===== src/rtl/uart_tx_baud.sv =====
`timescale 1ns/1ps
`default_nettype none
// ============================================================================
// Module   : uart_tx_baud
// Purpose  : UART transmitter with a built-in programmable baud-tick timer
//            (16x oversampling) and an LSB-first serial framing FSM.
// Revision : 1.0 - initial release
// ----------------------------------------------------------------------------
// Optional feature macro: UART_TX_PARITY_EN
//   defined   -> an even-parity bit follows the data bits
//   undefined -> plain start / DBIT data / stop framing
// ----------------------------------------------------------------------------
// Ports:
//   clk          in   system clock, rising edge
//   reset_n      in   asynchronous active-low reset
//   tx_start     in   one-cycle request to send tx_din (honoured in idle only)
//   tx_din       in   data byte, captured when the request is accepted
//   final_value  in   timer terminal count; tick period = final_value+1 clks
//   s_tick       out  baud tick, one clk wide
//   tx           out  serial line (registered, idle high)
//   tx_reg       out  the tx register itself
//   tx_done_tick out  one-clk pulse on the last stop-bit tick
//   state_out    out  FSM state: idle=00 start=01 data=10 stop=11
//   s_reg        out  oversampling tick counter
//   b_next       out  next-state value of the data shift register
// ============================================================================
module uart_tx_baud #(
  parameter int DBIT    = 8,
  parameter int SB_TICK = 16,
  parameter int BITS    = 11
) (
  input  logic            clk,
  input  logic            reset_n,
  input  logic            tx_start,
  input  logic [DBIT-1:0] tx_din,
  input  logic [BITS-1:0] final_value,
  output logic            s_tick,
  output logic            tx,
  output logic            tx_reg,
  output logic            tx_done_tick,
  output logic [1:0]      state_out,
  output logic [3:0]      s_reg,
  output logic [DBIT-1:0] b_next
);

  // The tick counter must reach SB_TICK-1 in the stop state, which can exceed
  // the 4-bit range used for start/data bits (e.g. 2 stop bits = 32 ticks).
  localparam int SW = (SB_TICK > 16) ? $clog2(SB_TICK) : 4;

`ifdef UART_TX_PARITY_EN
  localparam int LAST_BIT = DBIT;      // parity rides as one extra data slot
`else
  localparam int LAST_BIT = DBIT - 1;
`endif
  localparam int NW = (LAST_BIT < 1) ? 1 : $clog2(LAST_BIT + 1);

  localparam logic [SW-1:0] S_BIT_LAST  = SW'(15);
  localparam logic [SW-1:0] S_STOP_LAST = SW'(SB_TICK - 1);
  localparam logic [NW-1:0] N_LAST      = NW'(LAST_BIT);

  typedef enum logic [1:0] {
    IDLE  = 2'b00,
    START = 2'b01,
    DATA  = 2'b10,
    STOP  = 2'b11
  } state_t;

  // --------------------------------------------------------------------------
  // Baud timer: free running, independent of the FSM. Wrapping only on an
  // exact match means a counter already above a lowered terminal count runs
  // up to all-ones and wraps naturally before locking onto the new period.
  // --------------------------------------------------------------------------
  logic [BITS-1:0] q_reg;

  assign s_tick = (q_reg == final_value);

  always_ff @(posedge clk or negedge reset_n) begin
    if (!reset_n) q_reg <= '0;
    else          q_reg <= s_tick ? '0 : q_reg + BITS'(1);
  end

  // --------------------------------------------------------------------------
  // Framing FSM
  // --------------------------------------------------------------------------
  state_t          state, state_nx;
  logic [SW-1:0]   s_cnt, s_nx;
  logic [NW-1:0]   n_reg, n_nx;
  logic [DBIT-1:0] b_reg;
  logic            tx_next;
`ifdef UART_TX_PARITY_EN
  logic            par_reg, par_nx;
`endif

  always_ff @(posedge clk or negedge reset_n) begin
    if (!reset_n) begin
      state  <= IDLE;
      s_cnt  <= '0;
      n_reg  <= '0;
      b_reg  <= '0;
      tx_reg <= 1'b1;
`ifdef UART_TX_PARITY_EN
      par_reg <= 1'b0;
`endif
    end else begin
      state  <= state_nx;
      s_cnt  <= s_nx;
      n_reg  <= n_nx;
      b_reg  <= b_next;
      tx_reg <= tx_next;
`ifdef UART_TX_PARITY_EN
      par_reg <= par_nx;
`endif
    end
  end

  always_comb begin
    state_nx     = state;
    s_nx         = s_cnt;
    n_nx         = n_reg;
    b_next       = b_reg;
    tx_next      = 1'b1;
    tx_done_tick = 1'b0;
`ifdef UART_TX_PARITY_EN
    par_nx       = par_reg;
`endif
    case (state)
      IDLE: begin
        if (tx_start) begin
          state_nx = START;
          s_nx     = '0;
          b_next   = tx_din;
`ifdef UART_TX_PARITY_EN
          par_nx   = ^tx_din;
`endif
        end
      end
      START: begin
        tx_next = 1'b0;
        if (s_tick) begin
          if (s_cnt == S_BIT_LAST) begin
            state_nx = DATA;
            s_nx     = '0;
            n_nx     = '0;
          end else begin
            s_nx = s_cnt + SW'(1);
          end
        end
      end
      DATA: begin
`ifdef UART_TX_PARITY_EN
        tx_next = (n_reg == N_LAST) ? par_reg : b_reg[0];
`else
        tx_next = b_reg[0];
`endif
        if (s_tick) begin
          if (s_cnt == S_BIT_LAST) begin
            s_nx   = '0;
            b_next = b_reg >> 1;
            if (n_reg == N_LAST) state_nx = STOP;
            else                 n_nx     = n_reg + NW'(1);
          end else begin
            s_nx = s_cnt + SW'(1);
          end
        end
      end
      STOP: begin
        if (s_tick) begin
          if (s_cnt == S_STOP_LAST) begin
            tx_done_tick = 1'b1;
            state_nx     = IDLE;
          end else begin
            s_nx = s_cnt + SW'(1);
          end
        end
      end
      default: state_nx = IDLE;
    endcase
  end

  assign tx        = tx_reg;
  assign state_out = state;
  assign s_reg     = s_cnt[3:0];

endmodule
`default_nettype wire


===== config.mk =====
export PLATFORM = sky130hd
export DESIGN_NAME = uart_tx_baud
export DESIGN_NICKNAME = d
export VERILOG_FILES = /design/src/rtl/uart_tx_baud.sv
export SDC_FILE = /design/constraint.sdc
export NUM_CORES = 1
export LEC_CHECK = 0
export ABC_CLOCK_PERIOD_IN_PS = 3800
export BUFFER_PORTS_ARGS = -buffer_cell sky130_fd_sc_hd__buf_2
export CAP_MARGIN = 15
export CELL_PAD_IN_SITES_DETAIL_PLACEMENT = 1
export CELL_PAD_IN_SITES_GLOBAL_PLACEMENT = 1
export CORE_MARGIN = 3
export CORE_UTILIZATION = 44
export CTS_CLUSTER_DIAMETER = 100
export DETAILED_ROUTE_END_ITERATION = 7
export PLACE_DENSITY_LB_ADDON = 0.2
export RECOVER_POWER = 50
export SETUP_SLACK_MARGIN = 0.02
export SLEW_MARGIN = 0
export SYNTH_ARGS = -nofsm -noshare
export SYNTH_HDL_FRONTEND = slang
export SYNTH_SLANG_ARGS = --single-unit

===== constraint.sdc =====
create_clock -name clk -period 3.8 [get_ports clk]
set_input_delay 0 -clock clk [delete_from_list [all_inputs] [get_ports clk]]
set_output_delay 0 -clock clk [all_outputs]
set_load 0.05 [all_outputs]

* Yosys cells after proc, flatten, opt, wreduce, memory -nomap -nowiden *
Index checks and enable logic that the tools add are counted.

cells by class
  mux-type cells = 30
  reductions and logical operators = 6
  equal/unequal tests = 17
  $add $sub $neg = 3

operators with widths
  cell                                                                     number
  8-bit two-way mux                                                        3
  4-bit two-way mux                                                        5
  2-bit inequality test, second input constant                             10
  2-bit two-way mux                                                        8
  8-bit case mux with 2 select lines                                       1
  3-bit two-way mux                                                        5
  4-bit case mux with 3 select lines                                       1
  11-bit by 1-bit adder with 11-bit output, second input constant          1
  11-bit == test                                                           1
  11-bit two-way mux                                                       1
  2-bit case mux with 4 select lines                                       1
  8-bit AND reduction                                                      1
  3-bit case mux with 2 select lines                                       1
  6-bit AND reduction                                                      1
  4-bit by 1-bit adder with 4-bit output, second input constant            1
  2-bit == test, second input constant                                     2
  4-bit == test, second input constant                                     1
  4-bit AND reduction                                                      1
  3-bit by 1-bit adder with 3-bit output, second input constant            1
  3-bit == test, second input constant                                     1
  1-bit two-way mux                                                        3
  2-bit by 1-bit == test with 1-bit output, second input constant          1
  2-bit logical NOT                                                        1
  2-bit by 1-bit inequality test with 1-bit output, second input constant  1
  other kinds (3)                                                          3

storage, ports and cells
  flip-flop bits (word level) = 29
  word-level logic and storage cells = 62

* Depth between registers and ports, before layout *
  word-level depth = 5
  depth in mapped cells = 7

* Worst setup path after synthesis *
OpenSTA, ideal clock, no wires.

  path type = register to register
  start point = reg s_cnt[0] (netlist: s_reg[0])
  end point = reg b_reg[6]
  stages on the path, launching flop included = 6
  path slack = 1.358 ns
  arrival = 2.227 ns
  period minus slack after synthesis = 2.442 ns
  required time = 3.585 ns
  cell sequence = dfrtp_1 -> ha_1 -> and3_1 -> and4_1 -> buf_6 -> o211ai_1

on the way
  longest elaborated chain between the ends = 4

ends and longest elaborated chain
  what                                line  text
  from (decl)                         86    logic [SW-1:0] s_cnt, s_nx;
  from (signal assigned)              106   s_cnt <= s_nx;
  4-bit == test                       156   if (s_cnt == S_BIT_LAST) begin
  8-bit two-way mux                   156
  8-bit two-way mux                   155   if (s_tick) begin
  8-bit case mux with 2 select lines  126   case (state)
  net b_next[6]                       43    output logic [DBIT-1:0] b_next
  to (signal assigned)                108   b_reg <= b_next;
  to (decl)                           88    logic [DBIT-1:0] b_reg;

The timed path passes the listed nets, and every way through them passes these cells.
A chain may end at the register's enable or synchronous reset.

* Final worst setup path *
  start point = reg q_reg[8]
  end point = out b_next[3]

on the way
  longest elaborated chain between the ends = 3

ends and longest elaborated chain
  what                                line  text
  from (decl)                         73    logic [BITS-1:0] q_reg;
  from (signal assigned)              79    else q_reg <= s_tick ? '0 : q_reg + BITS'(1);
  11-bit == test                      75    assign s_tick = (q_reg == final_value);
  8-bit two-way mux                   155
  8-bit case mux with 2 select lines  126
  to (decl)                           43

Every way passes these cells.

==> metrics <==
via count of the first global-routing pass 1559; kind of capture point of the worst setup path primary output; Remaining DRCs 0; die boundary height 69.0 µm; iteration-0 DRC count of the detailed router 90; length in cells of the worst reg-to-reg path 6; flop and latch count out of synthesis 29; final critical delay including setup and external delays 2.60 ns; upper clock frequency limit 385 MHz; power per standard cell area 414 mW/mm²; async set or reset register ratio after synthesis 100%; synthesis-to-finish area growth 22.5%; Crit Reg-Reg Endpoint state_out[1]$_DFFE_PN0P_; largest net degree at the start of global routing 30; average wire per standard cell 17.0 µm; Max-slew headroom -11.8%; leak pwr around 0.95 nW; number of endpoints with negative hold slack in the final report 0; Peak supply drop 240 µV; crit path kind reg2out; TritonCTS clock tree built; R2R Setup Slk 1.48 ns; wire length of the first global-routing pass 7450 µm; peak fanout along the critical path 11; overall routing resource usage 21.6%; yosys warns 0; number of flip-flops under the largest register name 11; mean area per synthesized cell approximately 10 µm²; global-route track usage on met3 ~5%; die width roughly 70 µm; post-synth cell types 41; RSZ-0062 raised after global routing no; maximum root-to-sink buffer count 2; period utilization 68.4%; hold_sp tx_din[6]; Tightest Pin Transition 1.68 ns; DRT Wirelength 4580 µm; path category of the worst min-delay check in2reg; Post-synth EDFFs 0; count of cells resized by post-cts repair 0; number of diodes added for antenna fixing 0; TritonRoute pass-1 iters 4; commonest register cell after synthesis sky130_fd_sc_hd__dfrtp_1; cell area after technology mapping 0.00174 mm²; count of endpoints failing setup in the final report 0; standard-cell row count 22; share of post-route cells with drive strength above 1 21.3%; TNS Setup 0 ns; Critical Path RT 3.80 ns; sequential element share of the synthesized area a little over two fifths; data arrival time of the worst path 2.60 ns; CTS Root Cell sky130_fd_sc_hd__clkbuf_8; vias after detailed routing roughly 1500; startpoint of the lowest-slack register-to-register path q_reg[8]$_DFF_PN0_; vias per cell about 5.6; clock transition time at the flip-flop clock pins of the worst setup and hold paths 0.07 ns; number of port buffers 39; number of slew-limit violations in the final report 30; Worst Setup Start Kind register; Hold Path Depth 3; grt met2 use approximately two fifths; number of nets in the layout between 200 and 300; Worst Hold Endpoint b_reg[6]$_DFF_PN0_; later-pin clock latency in the skew report 0.29 ns; clock sink count 29; Initial Util approximately 47%; Placeable Area 0.00374 mm²; post-synthesis cell count about 170; hpwl dp 3270 µm; worst clock skew 0.00860 ns; Antenna Nets Post-Route 0; overall overflow remaining after global route 0; met1 track demand over resource 24.9%; final hold slack 0.0335 ns; die area 0.00476 mm²; number of antenna violations at the first check in global routing 0; result of the run finished with violations; CTS H-tree lvls 2; routability-driven placement congestion ratio just under 0.9; syn_nets 204; maxcap violations 1; TritonCTS buffer count 5; most congested layer reported by global routing met2; failing checks capacitance limit, slew limit; number of top-level pins 40
cell usage in the layout (no fill, tap or decap), drive strengths merged:
cell type and n:
a211o 2, a21oi 1, a221o 6, a22o 2, a22oi 1, a31o 1, and2 2, and3 4
and4 2, and4bb 1, buf 30, bufinv 1, clkbuf 15, clkinvlp 1, dfrtp 28, dfstp 1
dlygate4sd3 7, ha 9, inv 7, mux2 2, mux2i 9, nand2 15, nand2b 1, nand3 12
nor2 17, nor2b 1, nor3 4, nor4 4, nor4b 2, o211ai 6, o21ai 6, o311ai 1
xnor2 6, xor2 14
power by group:
group / switching (W) / internal, W
clock network: 0.000130 / 0.000213
registers: 0.0000517 / 0.000344
logic: 0.0000774 / 0.0000676
per-layer routing:
metal	vias up	routed length (µm)	part of all wire, %
met2	35	2420	53
met4	0	58	1.3
li1	714	-	-
met5	-	0	0
met1	748	1880	41
met3	7	216	4.7
area by class of cell:
cell class              instances  area, µm²
well taps                      48       60.1
fillers                       442       1610
clock buffers                   6       82.6
inverters                       7       26.3
repair buffers                 46        254
clock inverters                 2       37.5
flip-flops and latches         29        727
multi-input cells             131        948
cell usage after synthesis (2+ instances only):
| master | number | share of area, % |
|---|---|---|
| sky130_fd_sc_hd__dfrtp_1 | 28 | 40 |
| sky130_fd_sc_hd__ha_1 | 9 | 6.5 |
| sky130_fd_sc_hd__mux2i_1 | 9 | 5.2 |
| sky130_fd_sc_hd__nor2_1 | 17 | 3.7 |
| sky130_fd_sc_hd__nand3_1 | 12 | 3.4 |
| sky130_fd_sc_hd__and2_1 | 2 | 0.72 |
| sky130_fd_sc_hd__o21ai_0 | 5 | 1.4 |
| sky130_fd_sc_hd__a221o_1 | 6 | 3.4 |
| sky130_fd_sc_hd__buf_2 | 2 | 0.57 |
| sky130_fd_sc_hd__nand2_1 | 15 | 3.2 |
| sky130_fd_sc_hd__nor4_1 | 3 | 1.1 |
| sky130_fd_sc_hd__xnor2_1 | 6 | 3.0 |
| sky130_fd_sc_hd__and3_1 | 4 | 1.4 |
| sky130_fd_sc_hd__o211ai_1 | 5 | 2.2 |
| sky130_fd_sc_hd__a211o_1 | 2 | 1.0 |
| sky130_fd_sc_hd__xor2_1 | 14 | 7.0 |
| sky130_fd_sc_hd__nor3_1 | 4 | 1.1 |
| sky130_fd_sc_hd__a22o_1 | 2 | 1.0 |
| sky130_fd_sc_hd__inv_1 | 6 | 1.3 |
through the flow:
step | utilization (%) | instances | total power (W) | instance area [µm²] | setup WS [ns]
floorplan | - | 173 | 0.000488 | 1740 | 1.36
global placement | 52.4 | 254 | 0.000532 | 1960 | 1.71
detailed placement | 52.4 | 254 | 0.000542 | 1960 | 1.60
CTS | 57.5 | 269 | 0.000892 | 2150 | 1.26
global route | 57.1 | 269 | 0.000934 | 2140 | 1.04
finish | 57.1 | 269 | 0.000884 | 2140 | 1.20
how the worst max path moves through the flow:
stage                                   startpoint  slack, ns                  to
after detailed placement        q_reg[8]$_DFF_PN0_       1.60           b_next[0]
after global routing            q_reg[8]$_DFF_PN0_       1.04           b_next[0]
after global placement    state_out[0]$_DFFE_PN0P_       1.71           b_next[4]
after floorplan               s_reg[0]$_DFFE_PN0P_       1.36  b_reg[6]$_DFF_PN0_
after CTS                 state_out[0]$_DFFE_PN0P_       1.26           b_next[6]
final                           q_reg[8]$_DFF_PN0_       1.20           b_next[3]
critical path, cell delays in order (launching register included):
cell	delay, ns
sky130_fd_sc_hd__dfrtp_1	0.44
sky130_fd_sc_hd__xor2_1	0.19
sky130_fd_sc_hd__nor4_1	0.41
sky130_fd_sc_hd__and4_1	0.58
sky130_fd_sc_hd__mux2i_1	0.27
sky130_fd_sc_hd__a221o_1	0.15
sky130_fd_sc_hd__buf_2	0.27
cell families (layout without fill, tap and decap cells):
group,Yosys count,count (layout),synth area share (%)
and+or+nand+nor,65,65,19.3
muxes,11,11,6.67
DFF,29,29,41.7
AOI/OAI and AO/OA,26,26,12.3
adders and majority gates,9,9,6.46
buffers and inverters,13,61,3.59
xor gates and xnor gates,20,20,10.0
timing repair:
item,CTS,global route
hold endpoints to repair,34,0
setup buffers,0,0
hold buffers,7,0
(Power assumes the default switching activity.)
